[src/rtl/nes_pixel_colorizer_pkg.sv]
// +----------------------------------------------------------------------------+
// | nes_color_pkg                                                              |
// | NES system palette (6-bit index -> 12-bit RGB) and pixel-field constants.  |
// | Revision: 1.0                                                              |
// +----------------------------------------------------------------------------+
`default_nettype none

package nes_color_pkg;

    localparam int PIX_BITS_W  = 2;
    localparam int PIX_PAL_W   = 2;
    localparam int PAL_ADDR_W  = 5;
    localparam int PAL_DATA_W  = 8;
    localparam int COLOR_IDX_W = 6;
    localparam int RGB12_W     = 12;

    localparam logic [PAL_ADDR_W-1:0] BACKDROP_ADDR = 5'd0;
    localparam logic [RGB12_W-1:0]    RGB_BLACK     = 12'h000;

    // Index order 0x00..0x3F; rows are one luma group of 16 hues.
    localparam logic [RGB12_W-1:0] NES_PALETTE [0:63] = '{
        12'h777, 12'h00F, 12'h00B, 12'h42B, 12'h908, 12'hA02, 12'hA10, 12'h810,
        12'h530, 12'h070, 12'h060, 12'h050, 12'h045, 12'h000, 12'h000, 12'h000,
        12'hBBB, 12'h07F, 12'h05F, 12'h64F, 12'hD0C, 12'hE05, 12'hF30, 12'hE51,
        12'hA70, 12'h0B0, 12'h0A0, 12'h0A4, 12'h088, 12'h000, 12'h000, 12'h000,
        12'hFFF, 12'h3BF, 12'h59F, 12'h97F, 12'hF7F, 12'hF59, 12'hF75, 12'hFA4,
        12'hFB0, 12'hBF1, 12'h5D5, 12'h5F9, 12'h0ED, 12'h777, 12'h000, 12'h000,
        12'hFFF, 12'hAEF, 12'hBBF, 12'hDBF, 12'hFBF, 12'hFAC, 12'hFDB, 12'hFEA,
        12'hFD7, 12'hDF7, 12'hBFB, 12'hBFD, 12'h0FF, 12'hFDF, 12'h000, 12'h000
    };

endpackage

`default_nettype wire

[src/rtl/nes_pixel_colorizer_if.sv]
// +----------------------------------------------------------------------------+
// | nes_pixel_colorizer_if                                                     |
// | Pixel-in, palette-memory and RGB-out signals of the colorizer.             |
// | Optional macro: PIXEL_GRAYSCALE_EN adds the gray input.                    |
// | Revision: 1.0                                                              |
// +----------------------------------------------------------------------------+
`default_nettype none

interface nes_pixel_colorizer_if
    import nes_color_pkg::*;
#(
    parameter int SB_W  = 2,
    parameter int RGB_W = 12
);
    logic                  pix_valid;
    logic [PIX_BITS_W-1:0] pix_bits;
    logic [PIX_PAL_W-1:0]  pix_pal;
    logic                  pix_spr;
    logic                  pix_blank;
    logic [SB_W-1:0]       pix_sb;
`ifdef PIXEL_GRAYSCALE_EN
    logic                  gray;
`endif
    logic [PAL_ADDR_W-1:0] pal_addr;
    logic [PAL_DATA_W-1:0] pal_dout;
    logic                  rgb_valid;
    logic [RGB_W-1:0]      rgb;
    logic [SB_W-1:0]       rgb_sb;

    modport master (
        output pix_valid, pix_bits, pix_pal, pix_spr, pix_blank, pix_sb,
`ifdef PIXEL_GRAYSCALE_EN
        output gray,
`endif
        output pal_dout,
        input  pal_addr, rgb_valid, rgb, rgb_sb
    );

    modport slave (
        input  pix_valid, pix_bits, pix_pal, pix_spr, pix_blank, pix_sb,
`ifdef PIXEL_GRAYSCALE_EN
        input  gray,
`endif
        input  pal_dout,
        output pal_addr, rgb_valid, rgb, rgb_sb
    );

endinterface

`default_nettype wire

[src/rtl/nes_sys_palette.sv]
// +----------------------------------------------------------------------------+
// | nes_sys_palette                                                            |
// | Registered 64x12 system-palette lookup with load enable and black force.   |
// | Revision: 1.0                                                              |
// +----------------------------------------------------------------------------+
`default_nettype none

module nes_sys_palette
    import nes_color_pkg::*;
(
    input  wire logic                   clk,
    input  wire logic                   en_i,
    input  wire logic                   black_i,
    input  wire logic [COLOR_IDX_W-1:0] idx_i,
    output logic      [RGB12_W-1:0]     rgb_o
);

    logic [RGB12_W-1:0] rgb_q;
    logic [RGB12_W-1:0] rgb_d;

    always_comb begin
        rgb_d = rgb_q;
        if (en_i) begin
            rgb_d = black_i ? RGB_BLACK : NES_PALETTE[idx_i];
        end
    end

    always_ff @(posedge clk) begin
        rgb_q <= rgb_d;
    end

    assign rgb_o = rgb_q;

endmodule

`default_nettype wire

[src/rtl/nes_pixel_colorizer.sv]
// +----------------------------------------------------------------------------+
// | nes_pixel_colorizer                                                        |
// | Palette address generation, 2-cycle colour pipeline to 12-bit RGB.        |
// | Optional macro: PIXEL_GRAYSCALE_EN (gray flag masks index to 0x30).        |
// | Revision: 1.0                                                              |
// +----------------------------------------------------------------------------+
`default_nettype none

module nes_pixel_colorizer
    import nes_color_pkg::*;
#(
    parameter int RGB_W = 12,
    parameter int SB_W  = 2
)(
    input  wire logic             clk,
    input  wire logic             rst,
    nes_pixel_colorizer_if.slave  bus_if
);

    generate
        if (RGB_W != RGB12_W) begin : g_rgb_w_unsupported
            $error("nes_pixel_colorizer: only RGB_W=12 is supported");
        end
    endgenerate

    logic                   s1_valid_q;
    logic                   s1_blank_q;
    logic [SB_W-1:0]        s1_sb_q;
    logic                   s1_gray_q;
    logic                   rgb_valid_q;
    logic [SB_W-1:0]        rgb_sb_q;

    logic [PAL_ADDR_W-1:0]  w_pal_addr;
    logic [COLOR_IDX_W-1:0] w_color_idx;
    logic [RGB12_W-1:0]     w_rgb;
    logic                   w_gray_in;
    logic                   w_unused_pal_hi;

`ifdef PIXEL_GRAYSCALE_EN
    assign w_gray_in = bus_if.gray;
`else
    assign w_gray_in = 1'b0;
`endif

    // Transparent pixels of either layer fall through to the shared backdrop.
    always_comb begin
        w_pal_addr = BACKDROP_ADDR;
        if (!rst && (bus_if.pix_bits != '0)) begin
            w_pal_addr = {bus_if.pix_spr, bus_if.pix_pal, bus_if.pix_bits};
        end
    end

    assign bus_if.pal_addr = w_pal_addr;

    always_ff @(posedge clk) begin
        if (rst) begin
            s1_valid_q <= 1'b0;
            s1_blank_q <= 1'b0;
            s1_sb_q    <= '0;
            s1_gray_q  <= 1'b0;
        end else begin
            s1_valid_q <= bus_if.pix_valid;
            s1_blank_q <= bus_if.pix_blank;
            s1_sb_q    <= bus_if.pix_sb;
            s1_gray_q  <= w_gray_in;
        end
    end

    // Grayscale keeps only the luma row of the index.
    assign w_color_idx = bus_if.pal_dout[COLOR_IDX_W-1:0] &
                         (s1_gray_q ? 6'h30 : 6'h3F);
    assign w_unused_pal_hi = ^bus_if.pal_dout[PAL_DATA_W-1:COLOR_IDX_W];

    // Reset loads black through the lookup register, which has no reset of its own.
    nes_sys_palette u_sys_palette (
        .clk     (clk),
        .en_i    (rst | s1_valid_q),
        .black_i (rst | s1_blank_q),
        .idx_i   (w_color_idx),
        .rgb_o   (w_rgb)
    );

    always_ff @(posedge clk) begin
        if (rst) begin
            rgb_valid_q <= 1'b0;
            rgb_sb_q    <= '0;
        end else begin
            rgb_valid_q <= s1_valid_q;
            rgb_sb_q    <= s1_sb_q;
        end
    end

    assign bus_if.rgb_valid = rgb_valid_q;
    assign bus_if.rgb       = w_rgb;
    assign bus_if.rgb_sb    = rgb_sb_q;

endmodule

`default_nettype wire

[src/flat_wrapper.sv]
// flat-port wrapper written by rule: the top's interface ports become plain ports
module nes_pixel_colorizer_flat import nes_color_pkg::*;
#(
    parameter int RGB_W = 12,
    parameter int SB_W  = 2
)
  (clk, rst, bus_if_pix_valid, bus_if_pix_bits, bus_if_pix_pal, bus_if_pix_spr, bus_if_pix_blank, bus_if_pix_sb, bus_if_pal_dout, bus_if_pal_addr, bus_if_rgb_valid, bus_if_rgb, bus_if_rgb_sb);
  nes_pixel_colorizer_if #(.SB_W(SB_W), .RGB_W(RGB_W)) bus_if_i ();
  input  wire logic clk;
  input  wire logic rst;
  input wire logic [$bits(bus_if_i.pix_valid)-1:0] bus_if_pix_valid;
  input wire logic [$bits(bus_if_i.pix_bits)-1:0] bus_if_pix_bits;
  input wire logic [$bits(bus_if_i.pix_pal)-1:0] bus_if_pix_pal;
  input wire logic [$bits(bus_if_i.pix_spr)-1:0] bus_if_pix_spr;
  input wire logic [$bits(bus_if_i.pix_blank)-1:0] bus_if_pix_blank;
  input wire logic [$bits(bus_if_i.pix_sb)-1:0] bus_if_pix_sb;
  input wire logic [$bits(bus_if_i.pal_dout)-1:0] bus_if_pal_dout;
  output wire logic [$bits(bus_if_i.pal_addr)-1:0] bus_if_pal_addr;
  output wire logic [$bits(bus_if_i.rgb_valid)-1:0] bus_if_rgb_valid;
  output wire logic [$bits(bus_if_i.rgb)-1:0] bus_if_rgb;
  output wire logic [$bits(bus_if_i.rgb_sb)-1:0] bus_if_rgb_sb;
  assign bus_if_i.pix_valid = bus_if_pix_valid;
  assign bus_if_i.pix_bits = bus_if_pix_bits;
  assign bus_if_i.pix_pal = bus_if_pix_pal;
  assign bus_if_i.pix_spr = bus_if_pix_spr;
  assign bus_if_i.pix_blank = bus_if_pix_blank;
  assign bus_if_i.pix_sb = bus_if_pix_sb;
  assign bus_if_i.pal_dout = bus_if_pal_dout;
  assign bus_if_pal_addr = bus_if_i.pal_addr;
  assign bus_if_rgb_valid = bus_if_i.rgb_valid;
  assign bus_if_rgb = bus_if_i.rgb;
  assign bus_if_rgb_sb = bus_if_i.rgb_sb;
  nes_pixel_colorizer #(.RGB_W(RGB_W), .SB_W(SB_W)) u_core (.clk(clk), .rst(rst), .bus_if(bus_if_i));
endmodule
[config.mk]
export PLATFORM = sky130hd
export DESIGN_NAME = nes_pixel_colorizer_flat
export DESIGN_NICKNAME = d
export VERILOG_FILES = /design/src/rtl/nes_pixel_colorizer_pkg.sv /design/src/rtl/nes_pixel_colorizer_if.sv /design/src/rtl/nes_sys_palette.sv /design/src/rtl/nes_pixel_colorizer.sv /design/src/flat_wrapper.sv
export SDC_FILE = /design/constraint.sdc
export NUM_CORES = 1
export LEC_CHECK = 0
export CORE_MARGIN = 5
export CORE_UTILIZATION = 50
export CTS_CLUSTER_SIZE = 12
export DETAILED_ROUTE_END_ITERATION = 10
export PLACE_DENSITY = 0.9
export SLEW_MARGIN = 20
export SYNTH_ARGS = -nofsm -noshare
export SYNTH_HDL_FRONTEND = slang
export SYNTH_SLANG_ARGS = --single-unit
export TNS_END_PERCENT = 10
[constraint.sdc]
create_clock -name clk -period 2.1 [get_ports clk]
set_input_delay 0.315 -clock clk [delete_from_list [all_inputs] [get_ports clk]]
set_output_delay 0.315 -clock clk [all_outputs]
set_load 0.02 [all_outputs]
# == Yosys cells after proc, flatten, opt, wreduce, memory -nomap -nowiden ==
# Memory sizes are Yosys's and may differ from the RTL's. A register that Yosys moved wholly into a read port is not among the register bits.
# Index checks and enable logic that the tools add are counted.
# classes
reduce_logical,3
muxes,1
bitwise_logic,3
# op_table
operator,count
NOT 6 -> 7 bit,1
two-way mux 5 bit,1
OR 1 bit,2
nonzero test 2 bit,1
logical AND 1 bit,1
zero test 1 bit,1
# word_totals
regBits,7
mem_bits_ro,768
input_bits,19
out_inout_bits,20
n_memories,1
elab_cells,13
# mem_list
name,depth,width,read_ports,rd_ports_with_merged_regs,wr,line,rtl
(name not given),64,12,1,1,0,nes_sys_palette.sv:24,rgb_d = black_i ? RGB_BLACK : NES_PALETTE[idx_i];

# == Depth between registers and ports, before layout ==
# logic_depth
ltp_word,3
mapped_depth,8
depth_no_buf,6

# == Modules after synthesis ==
# From an unflattened synthesis, not the netlist that was laid out.
# hier_totals
hier_cells,201
area_unflattened_um2,1684.1
# modules_own_cells
mod,area_per_inst_um2,cells_each,seq_area_each_um2,instances
nes_sys_palette,1433.9,178,360.3,1
nes_pixel_colorizer,250.2,23,140.1,1

# == Least setup slack after synthesis ==
# Ideal clock, no wire load.
# synth_path
path_type,input -> register
startpoint,input bus_if_pal_dout[1]
endpoint,"register u_core.u_sys_palette.rgb_q[5] (netlist: u_core.u_sys_palette.rgb_o[5]), data pin"
slack_ns,0.215
arrival_time_ns,1.727
setup_time_ns,0.158
cell_stages,7
cell_sequence,inv_1 ha_1 buf_2 inv_1 mux2_1 mux4_2 a211oi_2
# synth_between
elab_chain_cells,1
# synth_rtl
element,line,rtl
from (decl),flat_wrapper.sv:17,input wire logic [$bits(bus_if_i.pal_dout)-1:0] bus_if_pal_dout;
NOT 6 -> 7 bit (implied by the code),nes_sys_palette.sv:24,
to (decl),nes_sys_palette.sv:18,logic [RGB12_W-1:0] rgb_q;
# Every way passes these cells.
# A chain may end at the register's enable or synchronous reset.

# == Worst setup path in the final report ==
# Ends and elaborated chain as after synthesis.

==> key figures <==
GRT
  • Antenna violations before repair: 0
  • First-pass GRT wire length: 7600 um
  • Routing usage on met2: 36.5%
  • GRT Overall Usage: 21.6%
  • Gr ovfl total: 0
  • Vias in the first global route: roughly 1600
  • Busiest grt layer: met2
  • Met3 Usage GRT: roughly 3.4%
  • Largest net degree at the start of global routing: 28
  • GRT met1 Usage: 27.6%

Power
  • Pleak: about 1.0 nW
  • Pwr/cell area: 429 nW/um2
  • Clock Power Share: 17.0%
  • Cell-internal power: 0.000707 W
  • Part of the total power dissipated in combinational logic: 40.9%
  • Max rail drop VDD: approximately 0.22 mV
  • Reg power frac: approximately 42%
  • Switching pwr: 0.000319 W
  • Switching share of power: 31.1%

Logic synthesis
  • Sequential share of the synthesized area: 29.5%
  • Number of synthesized flops with an enable pin: 12
  • Synth Area in Compound Gates: around 28%
  • Multiplexer area fraction after synthesis: 7.00%
  • Largest family of logic cells by synthesized area: compound AO/OA/AOI/OAI gates
  • Synth Register Bits: 19
  • Post-synthesis cell count: between 150 and 200
  • Synth Flop Type: edfxtp_1
  • Post-Synthesis Cell Area: 1700 um2
  • Synth Area in Simple Gates: between 20% and 30%
  • Synth async-reset ratio: 0%
  • Ys Warns: 0
  • Post-synth cell types: 45
  • Net Count, Synth: 229
  • Syn avg cell area: 8.53 um2
  • Post-synthesis xor/xnor area fraction: 0%
  • Post-synthesis adder-cell area fraction: 8.11%

Die
  • Core area: 3310 um2
  • DIE AREA: 4660 um2
  • Ports: 39
  • Die W: around 70 um
  • Die height: around 68 um
  • Starting Density: roughly half
  • Num rows: 21

Timing
  • Period Utilization, post-route: 96.6%
  • RSZ-0062 raised after global routing: true
  • Fmax: 0.493 GHz
  • Post-route setup slack: 0.0710 ns
  • Slew headroom: between 70% and 80%
  • Tightest Pin Transition: 0.420 ns
  • Period minus WS final: slightly above 2 ns
  • Skew final: 0.0139 ns
  • Pins Over Slew Limit: 0
  • Final setup violation count: 0
  • Hold Worst Slack: about 0.46 ns
  • Setup TNS: 0 ns
  • Endpoints failing hold: 0

Cells and area
  • Layout cells sized above 1: 21.1%
  • Area Growth Syn to Fin: 40.8%
  • Core Util, Final: 72.2%
  • Filler cells: 255
  • Most frequent cells in the layout: 40 x buf_4, 33 x clkdlybuf4s50_1, 15 x nor2b_1
  • Fin area: between 2000 and 2500 um2
  • Nets: around 290
  • Diode count: 0
  • Commonest non-fill, non-tap cell in the layout: buf_4
  • Area of the multi-input gates: 1090 um2
  • Sequential cell area: 500 um2

Min path
  • Hold Crit Endpoint: u_core.bus_if.rgb_sb[0]
  • Hold path cells: 1
  • Min-delay worst type: register to register
  • HP Start: u_core.s1_sb_q[0]

Worst setup path
  • Reg-to-reg slack, setup: 0.99 ns
  • Arr. time, crit path: ~2.2 ns
  • Worst path required time: between 2 and 2.5 ns
  • Critical Path Source Type: input pin
  • Critical Path Source: bus_if_pal_dout[1]
  • Worst r2r dst: u_core.u_sys_palette.rgb_o[9]
  • Setup crit end kind: register
  • Worst-path fanout max: 11
  • Crit Path Class: input pin to register
  • R2R cell count: 2
  • Worst r2r src: u_core.s1_blank_q

Detailed routing
  • DRC errors left: 0
  • Drt first-iter violations: between 90 and 100
  • Vias/cell: between 5 and 6
  • Avg WL per Cell: 15.6 um
  • Final ANT Viol Nets: 0
  • WL final: 4800 um
  • Via count: approximately 1800
  • Drt first pass iters: 5

CTS
  • Clock tree buffer depth: 2
  • Post-CTS sizing: 0
  • CTS tree: built
  • Post-CTS setup buffer count: 0
  • Sink Count: 19
  • Max H-tree Level: 1
  • Hold buffers post-CTS: 0
  • Clk Latency, worst-skew pair: 0.29 ns
  • Num CTS Buffers: 3
  • CTS Root Cell: clkbuf_4
  • Clock Pin Slew Worst Setup and Hold Paths: 0.10 ns

Status
  • Status: completed

Placement
  • GPL Wtd Cong: around 1
  • Port buffer count: 36
  • Placed cell area: 2350 um2
  • Pre-CTS WS: -0.288 ns
  • Dpl hpwl: about 3800 um

Run
  • Max-cap violation count: 0
[registers in the layout, indices dropped and copies added (netlist names)]
name                        cells
u_core.s1_valid_q               1
u_core.u_sys_palette.rgb_o     12
u_core.s1_sb_q                  2
u_core.bus_if.rgb_valid         1
u_core.bus_if.rgb_sb            2
u_core.s1_blank_q               1
[cell usage after synthesis (2+ instances only)]
cell       instances  share of area, %
o21ai_0           11               3.2
nand3b_1           2              0.88
buf_2              8               2.4
o311a_1            3               1.8
and2_1             4               1.5
mux2i_1            4               2.4
nand2b_1          10               3.7
clkbuf_1           9               2.0
mux2_2             2               1.3
a21o_1             4               1.8
or2_2              2              0.74
dfxtp_1            7               8.3
a221oi_1           4               2.1
o31ai_1            3               1.3
o22ai_1            2              0.74
o21a_1             3               1.3
ha_1              11               8.1
a2111oi_0          3               1.5
nand3_1            5               1.5
nor3_1             2              0.59
o2111ai_1          3               1.5
inv_1              7               1.5
a311oi_1           3               1.5
o211ai_1           2              0.88
a211oi_1           6               2.7
nand2_1           12               2.7
mux4_2             2               2.7
a21oi_1           12               3.5
nor2_1            11               2.4
nor3b_1            2              0.88
edfxtp_1          12                21
nor2b_1           15               5.5
[final cells by class]
type | count | area share, %
Timing Repair Buffer | 77 | 28.8
Clock buffer | 4 | 1.10
Multi-Input combinational cell | 153 | 45.5
Sequential cell | 19 | 20.9
Tap cell | 46 | 2.41
Inverter | 8 | 1.26
[worst max path at each step]
stage / endpoint / cells after the start
2_1_floorplan: u_core.u_sys_palette.rgb_o[5] / 7
3_3_place_gp: u_core.u_sys_palette.rgb_o[5] / 7
3_5_place_dp: u_core.u_sys_palette.rgb_o[5] / 7
4_1_cts: u_core.u_sys_palette.rgb_o[5] / 7
5_1_grt: u_core.u_sys_palette.rgb_o[5] / 7
6_report: u_core.u_sys_palette.rgb_o[5] / 6
[worst max-delay path: stages]
cell,delay (ns)
clkdlybuf4s50_1,0.44
buf_4,0.19
ha_1,0.21
mux2_1,0.30
mux4_2,0.48
a211oi_2,0.21
[metrics by stage]
stage	instances	total power (W)
floorplan	199	0.000662
global placement	303	0.000842
detailed placement	303	0.000853
CTS	307	0.00102
global route	307	0.00108
finish	307	0.00103
[logic make-up after synthesis]
logic type      Yosys count
compound gates           67
fa+ha+maj                11
buf+inv                  27
flops                    19
mux                       9
simple gates             66
[power groups by stage]
stage	registers (W)	clock network, W	logic (W)
2_1_floorplan	0.000469	0	0.000193
3_3_place_gp	0.000440	0	0.000402
3_5_place_dp	0.000441	0	0.000412
4_1_cts	0.000432	0.000177	0.000414
5_1_grt	0.000434	0.000200	0.000450
6_report	0.000432	0.000175	0.000419
[routing by layer]
metal  wire, um  part of all wire (%)
met5          0                     0
met4        108                   2.2
met3        411                   8.6
met2       2420                    50
met1       1860                    39
(Power assumes the default switching activity.)
